File: src/rtl/cordic_fp_pkg.sv
// Shared constants, FSM encoding and float field helpers for the CORDIC
// floating-point gain compensation block.
package cordic_fp_pkg;

    localparam int EXP_W = 8;
    localparam int MAN_W = 23;
    localparam int K_W   = 24;
    localparam int FP_W  = 1 + EXP_W + MAN_W;

    localparam logic [EXP_W-1:0] EXP_ZERO = '0;
    localparam logic [EXP_W-1:0] EXP_INF  = '1;

    typedef enum logic [1:0] {
        ST_IDLE,
        ST_MUL_X,
        ST_MUL_Y,
        ST_DONE
    } state_t;

    typedef struct packed {
        logic             sign;
        logic [EXP_W-1:0] exp;
        logic [MAN_W-1:0] man;
    } fp_fields_t;

    function automatic fp_fields_t fp_split(input logic [FP_W-1:0] f);
        fp_fields_t r;
        r.sign = f[FP_W-1];
        r.exp  = f[FP_W-2 -: EXP_W];
        r.man  = f[MAN_W-1:0];
        return r;
    endfunction

endpackage

File: src/rtl/cordic_fp_mant_scale.sv
// Combinational float * K (Q0.24) with truncation, zero/denormal flush,
// Inf/NaN passthrough and exponent-underflow flush.
module cordic_fp_mant_scale
    import cordic_fp_pkg::*;
(
    input  logic [FP_W-1:0] f_in,
    input  logic [K_W-1:0]  k,
    output logic [FP_W-1:0] f_out
);

    fp_fields_t         fld;
    logic [2*K_W-1:0]   prod;

    assign fld  = fp_split(f_in);
    assign prod = {{K_W{1'b0}}, 1'b1, fld.man} * {{K_W{1'b0}}, k};

    always_comb begin
        f_out = {fld.sign, {(FP_W-1){1'b0}}};
        if (fld.exp == EXP_ZERO) begin
            f_out = {fld.sign, {(FP_W-1){1'b0}}};
        end else if (fld.exp == EXP_INF) begin
            f_out = f_in;
        end else if (prod[2*K_W-1]) begin
            f_out = {fld.sign, fld.exp, prod[2*K_W-2 -: MAN_W]};
        end else if (fld.exp == EXP_W'(1)) begin
            // Decrementing exponent 1 would land in the denormal range; flush instead.
            f_out = {fld.sign, {(FP_W-1){1'b0}}};
        end else begin
            f_out = {fld.sign, fld.exp - EXP_W'(1), prod[2*K_W-3 -: MAN_W]};
        end
    end

endmodule

File: src/rtl/cordic_floatingpoint_gain_comp.sv
// Removes CORDIC gain from X and Y by multiplying each with K, sharing one
// mantissa multiplier across two sequential states.
module cordic_floatingpoint_gain_comp
    import cordic_fp_pkg::*;
(
    input  logic            iClk,
    input  logic            iRst,
    input  logic            in_valid,
    output logic            in_ready,
    input  logic [FP_W-1:0] x_in,
    input  logic [FP_W-1:0] y_in,
    input  logic [K_W-1:0]  k_in,
    output logic            out_valid,
    input  logic            out_ready,
    output logic [FP_W-1:0] x_out,
    output logic [FP_W-1:0] y_out
);

    state_t          state;
    logic [FP_W-1:0] x_r, y_r;
    logic [K_W-1:0]  k_r;
    logic [FP_W-1:0] op, scaled;

    assign op = (state == ST_MUL_Y) ? y_r : x_r;

    cordic_fp_mant_scale u_scale (
        .f_in  (op),
        .k     (k_r),
        .f_out (scaled)
    );

    always_ff @(posedge iClk or posedge iRst) begin
        if (iRst) begin
            state     <= ST_IDLE;
            in_ready  <= 1'b1;
            out_valid <= 1'b0;
            x_out     <= '0;
            y_out     <= '0;
            x_r       <= '0;
            y_r       <= '0;
            k_r       <= '0;
        end else begin
            case (state)
                ST_IDLE: if (in_valid && in_ready) begin
                    x_r      <= x_in;
                    y_r      <= y_in;
                    k_r      <= k_in;
                    in_ready <= 1'b0;
                    state    <= ST_MUL_X;
                end
                ST_MUL_X: begin
                    x_out <= scaled;
                    state <= ST_MUL_Y;
                end
                ST_MUL_Y: begin
                    y_out     <= scaled;
                    out_valid <= 1'b1;
                    state     <= ST_DONE;
                end
                ST_DONE: if (out_ready) begin
                    out_valid <= 1'b0;
                    in_ready  <= 1'b1;
                    state     <= ST_IDLE;
                end
                default: state <= ST_IDLE;
            endcase
        end
    end

endmodule

File: config.mk
export PLATFORM = sky130hd
export DESIGN_NAME = cordic_floatingpoint_gain_comp
export DESIGN_NICKNAME = d
export VERILOG_FILES = /design/src/rtl/cordic_fp_pkg.sv /design/src/rtl/cordic_fp_mant_scale.sv /design/src/rtl/cordic_floatingpoint_gain_comp.sv
export SDC_FILE = /design/constraint.sdc
export NUM_CORES = 2
export LEC_CHECK = 0
export CAP_MARGIN = 20
export CORE_MARGIN = 2
export CORE_UTILIZATION = 50
export CTS_BUF_LIST = sky130_fd_sc_hd__clkbuf_8 sky130_fd_sc_hd__clkbuf_16
export DETAILED_ROUTE_END_ITERATION = 10
export DONT_BUFFER_PORTS = 1
export PLACE_DENSITY_LB_ADDON = 0.25
export SLEW_MARGIN = 20
export SYNTH_ARGS = -nofsm -noshare
export SYNTH_HDL_FRONTEND = slang
export SYNTH_SLANG_ARGS = --single-unit
File: constraint.sdc
create_clock -name iClk -period 10.7 [get_ports iClk]
set_clock_uncertainty 0.05 [all_clocks]
set_input_delay 1.07 -clock iClk [delete_from_list [all_inputs] [get_ports iClk]]
set_output_delay 1.07 -clock iClk [all_outputs]
set_load 0.005 [all_outputs]
==> metrics.txt <==
status=finished clean; initial antenna violation count=4; Mapped Nets=3494; crit path max fanout=63; Clock Pin Slew Worst Setup and Hold Paths=0.07 ns; CTS-repair resized insts=0; total number of vias=19159; Hold Slack=0.456 ns; Final Cycle Share=89.7%; Die H=232 microns; dpl hpwl=58200 microns; post-synth top area share=37.1%; register bit total from synthesis=156; DRT antenna net count=0; Starting Density=50.6%; core area=51300 sq um; CTS tree=built; Cell Area, Synth=26000 sq um; maximum VDD drop=0.0896 mV; Mapped Avg Cell Area=9.46 sq um; Crit-path slowest cell=o311ai_4; Pwr Density=44.9 nW/um^2; final instance area=27100 sq um; number of synthesized flops with an enable pin=0; Critical Path End Type=flop; die area=53800 sq um; hold path depth=1; synth unique cells=74; Hold Vio Cnt, Final=0; post-CTS setup buffers=0; CP Launch Type=flop; cells on worst reg2reg path=29; DRC Markers=0; Tot GR Track Use=28.8%; Port Buffer Count=0; top_reg_cell synth=dfrtp_1; CTS Hold Bufs=0; DR WL/cell=22.0 microns; die width=232 microns; Synth Warn #=0; Fmax=104 MHz; Iteration-0 DRC Markers=1333; Final Wtd Congestion=0.979; setup_tns=0 ns; first-pass GRT wire length=118000 microns; final setup vio count=0; CTS Buf Count=17; grt total ovfl=0; CTS sink cnt=156; pin count of the biggest net entering global routing=108; met2 GRT Util=50.0%; DRT Wirelength=73600 microns; Seq/Total Area, Yosys=15.0%; Clock Root Buffer=clkbuf_16; data required time of the critical path=10.96 ns; Via density=5.72; H-tree Lvls=4; drt pass-1 iters=6; Area Growth Syn to Fin=4.53%; # nets final=3402; WP data arrival=9.86 ns; post-route minimum period=9.60 ns; Largest stage delay, worst path=0.76 ns; synthesized instance count=2744; Synth area leaders=fa_1 37%, dfrtp_1 15%, ha_1 8.5%; vias in the first global route=21074; asr flop ratio synth=100%; Max Cap Viol=0; Slew Viols, Final=0; Least-Margin Pin Slew=1.15 ns; DP Area=26500 sq um; LEAKAGE=13.4 nW; GR peak layer=met2; GR Util met1=35.8%; met3 GRT Util=3.81%; row count=83; num ports=158; hold crit path type=flop to flop; Clk Latency, worst-skew pair=0.44 ns; dominant cell type by area after synthesis=fa_1; Slew headroom=23.6%; critical path class=flop to flop; Clock Path Buffers=2; layout cell share with drive strength beyond 1=7.95%; RSZ-0062 raised after global routing=no
## cells in the final DEF (no fill, tap or decap), types with 4 or more instances in the layout
cell type,netlist,routed
xor2_1,9,9
inv_6,0,6
a221oi_1,7,7
ha_1,177,176
inv_1,578,578
dfrtp_1,155,154
o221ai_1,5,5
mux2_2,119,119
o21a_1,5,5
nand2_1,337,337
nor3_1,18,18
a22o_1,4,4
buf_4,4,36
mux2i_1,20,18
o211ai_1,37,37
o31ai_1,8,8
diode_2,0,4
fa_1,481,481
o21ai_0,43,43
xnor2_1,15,15
a211oi_1,26,26
nor2_1,94,94
o2111ai_1,4,4
a21o_1,14,14
nor2b_1,6,6
a21oi_1,59,59
clkbuf_16,0,17
and2_1,208,208
o2bb2ai_1,45,45
nand4_1,17,17
o21bai_1,6,6
and3_1,11,11
nand3_1,23,22
## registers in the layout, summed over array words and instances, names as in the netlist
signal     cells
y_out         32
x_out         32
out_valid      1
in_ready       1
k_r           24
state          2
y_r           32
x_r           32
## worst max-delay path: cells and delay by family, from the launching register on
kind,cells,cell delay (ns)
adder cells (fa/ha/maj),9,4.59
AO/OA/AOI/OAI,6,1.78
buffers and inverters,9,1.02
AND/OR/NAND/NOR,4,0.96
multiplexers,1,0.59
flip-flops,1,0.42
## cells in the mapped netlist (7+ instances only)
| cell | n |
|---|---|
| o31ai_1 | 8 |
| and3_1 | 11 |
| nand2_1 | 337 |
| xor2_1 | 9 |
| nand3_1 | 23 |
| inv_1 | 578 |
| nor2_1 | 94 |
| and2_1 | 208 |
| a21oi_1 | 59 |
| o2bb2ai_1 | 45 |
| ha_1 | 177 |
| clkbuf_1 | 133 |
| nor3_1 | 18 |
| fa_1 | 481 |
| dfrtp_1 | 155 |
| o211ai_1 | 37 |
| mux2i_1 | 20 |
| a21o_1 | 14 |
| nand4_1 | 17 |
| xnor2_1 | 15 |
| a211oi_1 | 26 |
| a221oi_1 | 7 |
| o21ai_0 | 43 |
| mux2_2 | 119 |
## power breakdown
group,total [mW],switching (mW),internal [mW]
sequential,0.589,0,0.589
clock,0.618,0.289,0.329
combinational,0.0119,0.0112,0.000755
total,1.22,0.300,0.919
## cell type report
class	count	area [sq um]
Clock inverter	15	151
Tap cell	680	851
Antenna cell	4	10.0
Fill cell	4675	24200
Clock buffer	17	425
Inverter	579	2180
Multi-Input combinational cell	1862	19300
Sequential cell	156	3910
Timing Repair Buffer	36	270
## final timing paths
kind | to | slack [ns] | startpoint
max in group asynchronous | k_r[17]$_DFFE_PP0P_ | 8.72 | iRst
min in group asynchronous | x_r[29]$_DFFE_PP0P_ | 0.63 | iRst
worst max-delay path | x_out[13]$_DFFE_PP0N_ | 1.10 | state[0]$_DFFE_PP0P_
worst max register to register | x_out[13]$_DFFE_PP0N_ | 1.10 | state[0]$_DFFE_PP0P_
worst min register to register | x_r[18]$_DFFE_PP0P_ | 0.46 | x_r[18]$_DFFE_PP0P_
worst min-delay path | x_r[18]$_DFFE_PP0P_ | 0.46 | x_r[18]$_DFFE_PP0P_
## routing by layer
metal  vias up  share of wire (%)
li1       8332                  -
met2       697                 50
met4         0                4.8
met5         -                  0
met3       143                5.8
met1      9987                 39
## stage by stage
step	utilization (%)	power (mW)	instances	setup WS, ns
5_1_grt	52.9	1.25	3349	0.583
6_report	52.9	1.22	3349	1.10
2_1_floorplan	-	0.610	2744	2.03
3_3_place_gp	51.7	0.613	3313	1.27
3_5_place_dp	51.7	0.614	3313	1.23
4_1_cts	52.9	1.23	3345	1.19
## cells by family (layout without fill, tap and decap cells)
logic type	count (synthesis)	after routing	share of synthesized area [%]
other cells	0	4	0
xor+xnor	24	24	0.810
buf+inv	726	647	10.6
mux	141	141	6.03
compound gates	304	304	8.47
simple gates	735	735	13.4
flops	156	156	15.0
fa+ha+maj	658	658	45.6
(Power assumes the default switching activity.)
